[config.mk]
export PLATFORM = sky130hd
export DESIGN_NAME = sram_arbiter
export DESIGN_NICKNAME = d
export VERILOG_FILES = /design/src/rtl/sram_arbiter.sv
export SDC_FILE = /design/constraint.sdc
export NUM_CORES = 1
export LEC_CHECK = 0
export CORE_ASPECT_RATIO = 1.2
export CORE_MARGIN = 4
export CORE_UTILIZATION = 34
export CTS_CLUSTER_DIAMETER = 80
export DETAILED_ROUTE_END_ITERATION = 10
export PLACE_DENSITY_LB_ADDON = 0.1
export SKIP_LAST_GASP = 1
export SYNTH_ARGS = -nofsm -noshare
export SYNTH_HDL_FRONTEND = slang
export SYNTH_SLANG_ARGS = --single-unit
[constraint.sdc]
create_clock -name clk -period 1.4 [get_ports clk]
set_input_delay 0.28 -clock clk [delete_from_list [all_inputs] [get_ports clk]]
set_output_delay 0.28 -clock clk [all_outputs]
set_load 0.02 [all_outputs]
[src/rtl/sram_arbiter.sv]
// sram_arbiter: round-robin arbiter and pipelined access sequencer for one
// shared single-port synchronous SRAM with one-cycle read latency.
// Ports:
//   clk, rst          - clock and synchronous active-high reset
//   req0_* / req1_*   - valid/ready request channel (we, addr, wdata) and
//                       read return (rvalid, rdata) for master 0 and master 1
//   sram_a, sram_d_in - registered SRAM address and write data
//   sram_cs/we/oe     - registered SRAM controls
//   sram_d_out        - SRAM read data, broadcast to both rdata outputs
module sram_arbiter #(
  parameter int unsigned ADR = 15,
  parameter int unsigned DAT = 8
) (
  input  logic           clk,
  input  logic           rst,

  input  logic           req0_valid,
  output logic           req0_ready,
  input  logic           req0_we,
  input  logic [ADR-1:0] req0_addr,
  input  logic [DAT-1:0] req0_wdata,
  output logic           req0_rvalid,
  output logic [DAT-1:0] req0_rdata,

  input  logic           req1_valid,
  output logic           req1_ready,
  input  logic           req1_we,
  input  logic [ADR-1:0] req1_addr,
  input  logic [DAT-1:0] req1_wdata,
  output logic           req1_rvalid,
  output logic [DAT-1:0] req1_rdata,

  output logic [ADR-1:0] sram_a,
  output logic [DAT-1:0] sram_d_in,
  input  logic [DAT-1:0] sram_d_out,
  output logic           sram_cs,
  output logic           sram_we,
  output logic           sram_oe
);

  // Round-robin pointer: index of the most recently granted port.
  logic           last_q, last_d;

  // Stage 1: issue registers driving the SRAM pins.
  logic           cs_q, cs_d;
  logic           we_q, we_d;
  logic           oe_q, oe_d;
  logic [ADR-1:0] a_q, a_d;
  logic [DAT-1:0] din_q, din_d;
  logic           tag_rd_q, tag_rd_d;
  logic           tag_port_q, tag_port_d;

  // Stage 2: return strobes, aligned with sram_d_out.
  logic           rvalid0_q, rvalid0_d;
  logic           rvalid1_q, rvalid1_d;

  logic           accept;
  logic           sel1;

  // Grant: a lone requester always wins; on contention the port that was
  // not granted last wins.
  always_comb begin
    req0_ready = 1'b0;
    req1_ready = 1'b0;
    if (!rst) begin
      req0_ready = req0_valid && (!req1_valid ||  last_q);
      req1_ready = req1_valid && (!req0_valid || !last_q);
    end
    accept = req0_ready || req1_ready;
    sel1   = req1_ready;
  end

  // Next-state for pointer and both pipeline stages.
  always_comb begin
    last_d     = last_q;
    cs_d       = 1'b0;
    we_d       = 1'b0;
    oe_d       = 1'b0;
    a_d        = a_q;
    din_d      = din_q;
    tag_rd_d   = 1'b0;
    tag_port_d = tag_port_q;

    // The read tag issued last cycle becomes this cycle's return strobe.
    rvalid0_d  = tag_rd_q && !tag_port_q;
    rvalid1_d  = tag_rd_q &&  tag_port_q;

    if (accept) begin
      last_d     = sel1;
      cs_d       = 1'b1;
      we_d       = sel1 ? req1_we : req0_we;
      oe_d       = !we_d;
      a_d        = sel1 ? req1_addr : req0_addr;
      din_d      = sel1 ? req1_wdata : req0_wdata;
      tag_rd_d   = !we_d;
      tag_port_d = sel1;
    end
  end

  always_ff @(posedge clk) begin
    if (rst) begin
      last_q     <= 1'b1;
      cs_q       <= 1'b0;
      we_q       <= 1'b0;
      oe_q       <= 1'b0;
      a_q        <= '0;
      din_q      <= '0;
      tag_rd_q   <= 1'b0;
      tag_port_q <= 1'b0;
      rvalid0_q  <= 1'b0;
      rvalid1_q  <= 1'b0;
    end else begin
      last_q     <= last_d;
      cs_q       <= cs_d;
      we_q       <= we_d;
      oe_q       <= oe_d;
      a_q        <= a_d;
      din_q      <= din_d;
      tag_rd_q   <= tag_rd_d;
      tag_port_q <= tag_port_d;
      rvalid0_q  <= rvalid0_d;
      rvalid1_q  <= rvalid1_d;
    end
  end

  assign sram_cs     = cs_q;
  assign sram_we     = we_q;
  assign sram_oe     = oe_q;
  assign sram_a      = a_q;
  assign sram_d_in   = din_q;

  assign req0_rvalid = rvalid0_q;
  assign req1_rvalid = rvalid1_q;

  // Read data is broadcast; only the port with rvalid set consumes it.
  assign req0_rdata  = sram_d_out;
  assign req1_rdata  = sram_d_out;

endmodule

# Yosys cells after proc, flatten, opt, wreduce, memory -nomap -nowiden
# Index checks and enable logic that the tools add are counted.
# op_classes
muxes	6
bitwise_logic	1
reduce_logical	13
# ops
operator	n
$mux 15	1
$mux 8	1
$logic_not 1->1	5
$logic_and 1x1->1	4
$mux 1	4
$logic_or 1x1->1	3
$reduce_or 2->1	1
$not 1->1	1
# word_totals
ff_bits	30
inputBits	60
output_inout_bits	46
wordCells	29

# Depth between registers and ports, before layout
# logic_depth
ltp_word	7
ltp_mapped	5
depth_no_buf	3

# Least setup slack after synthesis
# OpenSTA, ideal clock, no wires.
# synth_timing
kind	reg-to-output
from	register last_q
to	output port req0_ready
t_arrival_ns	1.113
required_time_ns	1.120
setup_slack_ns	0.007
stages_incl_launch_ff	4
path_buffers	1
cell_sequence	dfxtp_1 -> buf_4 -> nor2b_2 -> nor3b_1
# synth_via
elab_chain_cells	3
# synth_lines
element	line_no	source
start, declared	42	logic last_q, last_d;
start signal, assigned	113	last_q <= last_d;
$logic_or 1x1->1	66	req0_ready = req0_valid && (!req1_valid || last_q);
$logic_and 1x1->1	66	
$mux 1	65	if (!rst) begin
end, declared	18	output logic req0_ready,
# Every way passes these cells.

# Worst setup path in the final report
# Ends and elaborated chain as after synthesis.

==> metrics.csv <==
metric,value,unit
final setup violating endpoints,0,
final hold vios,0,
WL/cell,17.8,um
Inserted Diodes,0,
Vias/cell,5.51,
outcome,finished clean,
Worst path max stage delay,0.38,ns
CTS Root Buffer Type,clkbuf_8,
number of port buffers,81,
number of synthesized flops with an enable pin,0,
Slew @ Worst Pin,0.418,ns
syn avg cell area,11.4,um^2
layout cells sized above 1,16.7,%
Multi-input gate area,624,um^2
core area,4040,um^2
ys flop type,dfxtp_1,
Ys Warns,0,
Leakage Power,1.01,nW
Critical Path Stages,3,
Area contributors post-synth,"dfxtp_1 42%, o2111a_1 18%, a221o_1 14%",
Critical Path AT,1.07,ns
VDD IR max,498,uV
"FF+latch count, synth",30,
critical path endpoint,req0_ready,
FF+latch area,604,um^2
die footprint,5370,um^2
clock buffer depth,2,
final slew viol count,0,
detailed router's first-iteration violation count,76,
Chip Width,67.5,um
Mapped Nets,187,
Clock Skew,0.00416,ns
# clock sinks,30,
DPL Wire Length,3140,um
critical path buffer and inverter count,1,
Hold Path Class,flip-flop to flip-flop,
# IOs,106,
slew margin rel.,72.0,%
crit-path cells,nor2b_4 -> nor3b_4 -> buf_6,
startpoint types,flip-flop,
worst endpoint required time,1.12,ns
crit path kind,flip-flop to output port,
Die Y,79.5,um
DP Worst Slack,-0.690,ns
cell with the most instances after synthesis,dfxtp_1,
Post-synth ARST share,0,%
Placed Area,2210,um^2
CP max-delay cell,dfxtp_4,
"Seq/Total Area, Yosys",41.5,%
post-route cell area,2320,um^2
Synth Instances,127,
endpoint type of the worst setup path,output port,
crit path max fanout,3,
post-cts hold buffer count,0,
fin crit period,1.35,ns
initial antenna violation count,0,
vias in the first global route,1510,
clock latency on the worst-skew pair,0.27,ns
Routed WL,4480,um
CTS H-tree depth,2,
total iterations of the first detailed-routing run,4,
final worst slack,0.0481,ns
final cell count without fillers,252,
drc violations,0,
number of max-cap violations,0,
CP Launch Point,last_q,
Synth top area share,41.5,%
RePlAce Congestion,0.752,
Power Dens Cells,959,nW/um^2
Worst-path clk slew,0.07,ns
area delta synth->final,60.2,%
Syn Std Cell Area,1450,um^2
Row Count,25,
Final #Nets,257,
Synth cell types,20,
CTS tree,built,
first-pass GRT wire length,7150,um
R2R cell count,3,
Post-synth top cells,"30 x dfxtp_1, 23 x o2111a_1, 20 x a221o_1",
reg-to-reg startpoint,last_q,
Initial Utilization,35.8,%
flop2flop setup slack,0.14,ns
Overflow after GRT,0,
Setup TNS,0,ns
FMAX,740,MHz
via count,1389,
R2R Path End,sram_d_in[4],
total track usage,16.9,%
Detail Route Antenna Nets,0,
Final Cycle Share,96.6,%
total CTS buffers,5,
"CP delay by family, top",flip-flops,
# placed instances,243,
post-synth top area cell,dfxtp_1,
Filler cells,384,
largest net degree at the start of global routing,28,
[layout make-up]
type	count	share of cell area, %
clock buffer	6	3.56
clock inverter	2	0.540
inverter	5	0.918
multi-input combinational	61	26.9
sequential	30	26.1
tap	54	2.92
timing repair buffer	94	39.0
[cells by family (layout without fill, tap and decap cells)]
family,Yosys count,count (layout),synth area share [%]
AOI/OAI and AO/OA,51,51,37.5
buffers and inverters,36,107,16.9
DFF,30,30,41.5
and+or+nand+nor,10,10,4.07
[placed cells by master, fill, tap and decap left out, drive strengths merged]
| cell type | count |
|---|---|
| clkinv | 1 |
| o21ai | 1 |
| a211oi | 1 |
| and3 | 1 |
| nor2 | 5 |
| o21a | 1 |
| clkbuf | 6 |
| dfxtp | 30 |
| buf | 15 |
| nor3b | 2 |
| dlygate4sd2 | 31 |
| clkdlybuf4s50 | 48 |
| clkinvlp | 1 |
| a221o | 23 |
| nor3 | 1 |
| o2111a | 23 |
| inv | 5 |
| nor2b | 1 |
| a22o | 2 |
[per-stage QoR]
| stage | power (W) | util [%] | hold WS, ns |
|---|---|---|---|
| final | 0.00222 | 57.4 | 0.471 |
| after global routing | 0.00233 | 57.4 | 0.504 |
| after CTS | 0.00225 | 57.0 | 0.478 |
| after detailed placement | 0.00155 | 54.9 | 0.458 |
| after global placement | 0.00154 | 54.9 | 0.447 |
| after floorplan | 0.00129 | - | 0.396 |
[how the worst min path moves through the flow]
stage	endpoint	depth (start not counted)	slack, ns	startpoint
6_report	req0_rvalid	1	0.47	tag_port_q
5_1_grt	sram_d_in[7]	1	0.50	sram_d_in[7]
4_1_cts	req0_rvalid	1	0.48	tag_port_q
3_5_place_dp	req0_rvalid	1	0.46	tag_port_q
3_3_place_gp	req0_rvalid	1	0.45	tag_port_q
2_1_floorplan	sram_cs	2	0.40	req1_valid
[flip-flops by register name (all words and copies together), names as in the netlist]
signal	count
sram_a	15
sram_d_in	8
last_q	1
req0_rvalid	1
req1_rvalid	1
sram_cs	1
sram_we	1
tag_port_q	1
tag_rd_q	1
[per-layer routing]
layer / part of all wire (%) / global-route usage [%] / routed length, um / up-vias
met4: 0.76 / 3.85 / 34 / 0
met2: 52 / 29.2 / 2310 / 79
met1: 39 / 19.1 / 1750 / 662
met3: 8.5 / 6.48 / 382 / 7
li1: - / - / - / 641
met5: 0 / 0 / 0 / -
[power by group]
| part | switching (W) | internal (W) | leakage, nW |
|---|---|---|---|
| combinational | 0.000248 | 0.000292 | 0.712 |
| sequential | 0.0000377 | 0.000921 | 0.249 |
| clock | 0.000329 | 0.000395 | 0.0472 |
| total | 0.000615 | 0.00161 | 1.01 |
[timing repair]
item                       CTS  global route
setup buffers                1             1
resized for setup           50             3
setup endpoints to repair   54             1
pin swaps                    2             1
Power figures use the tool's default switching activity.
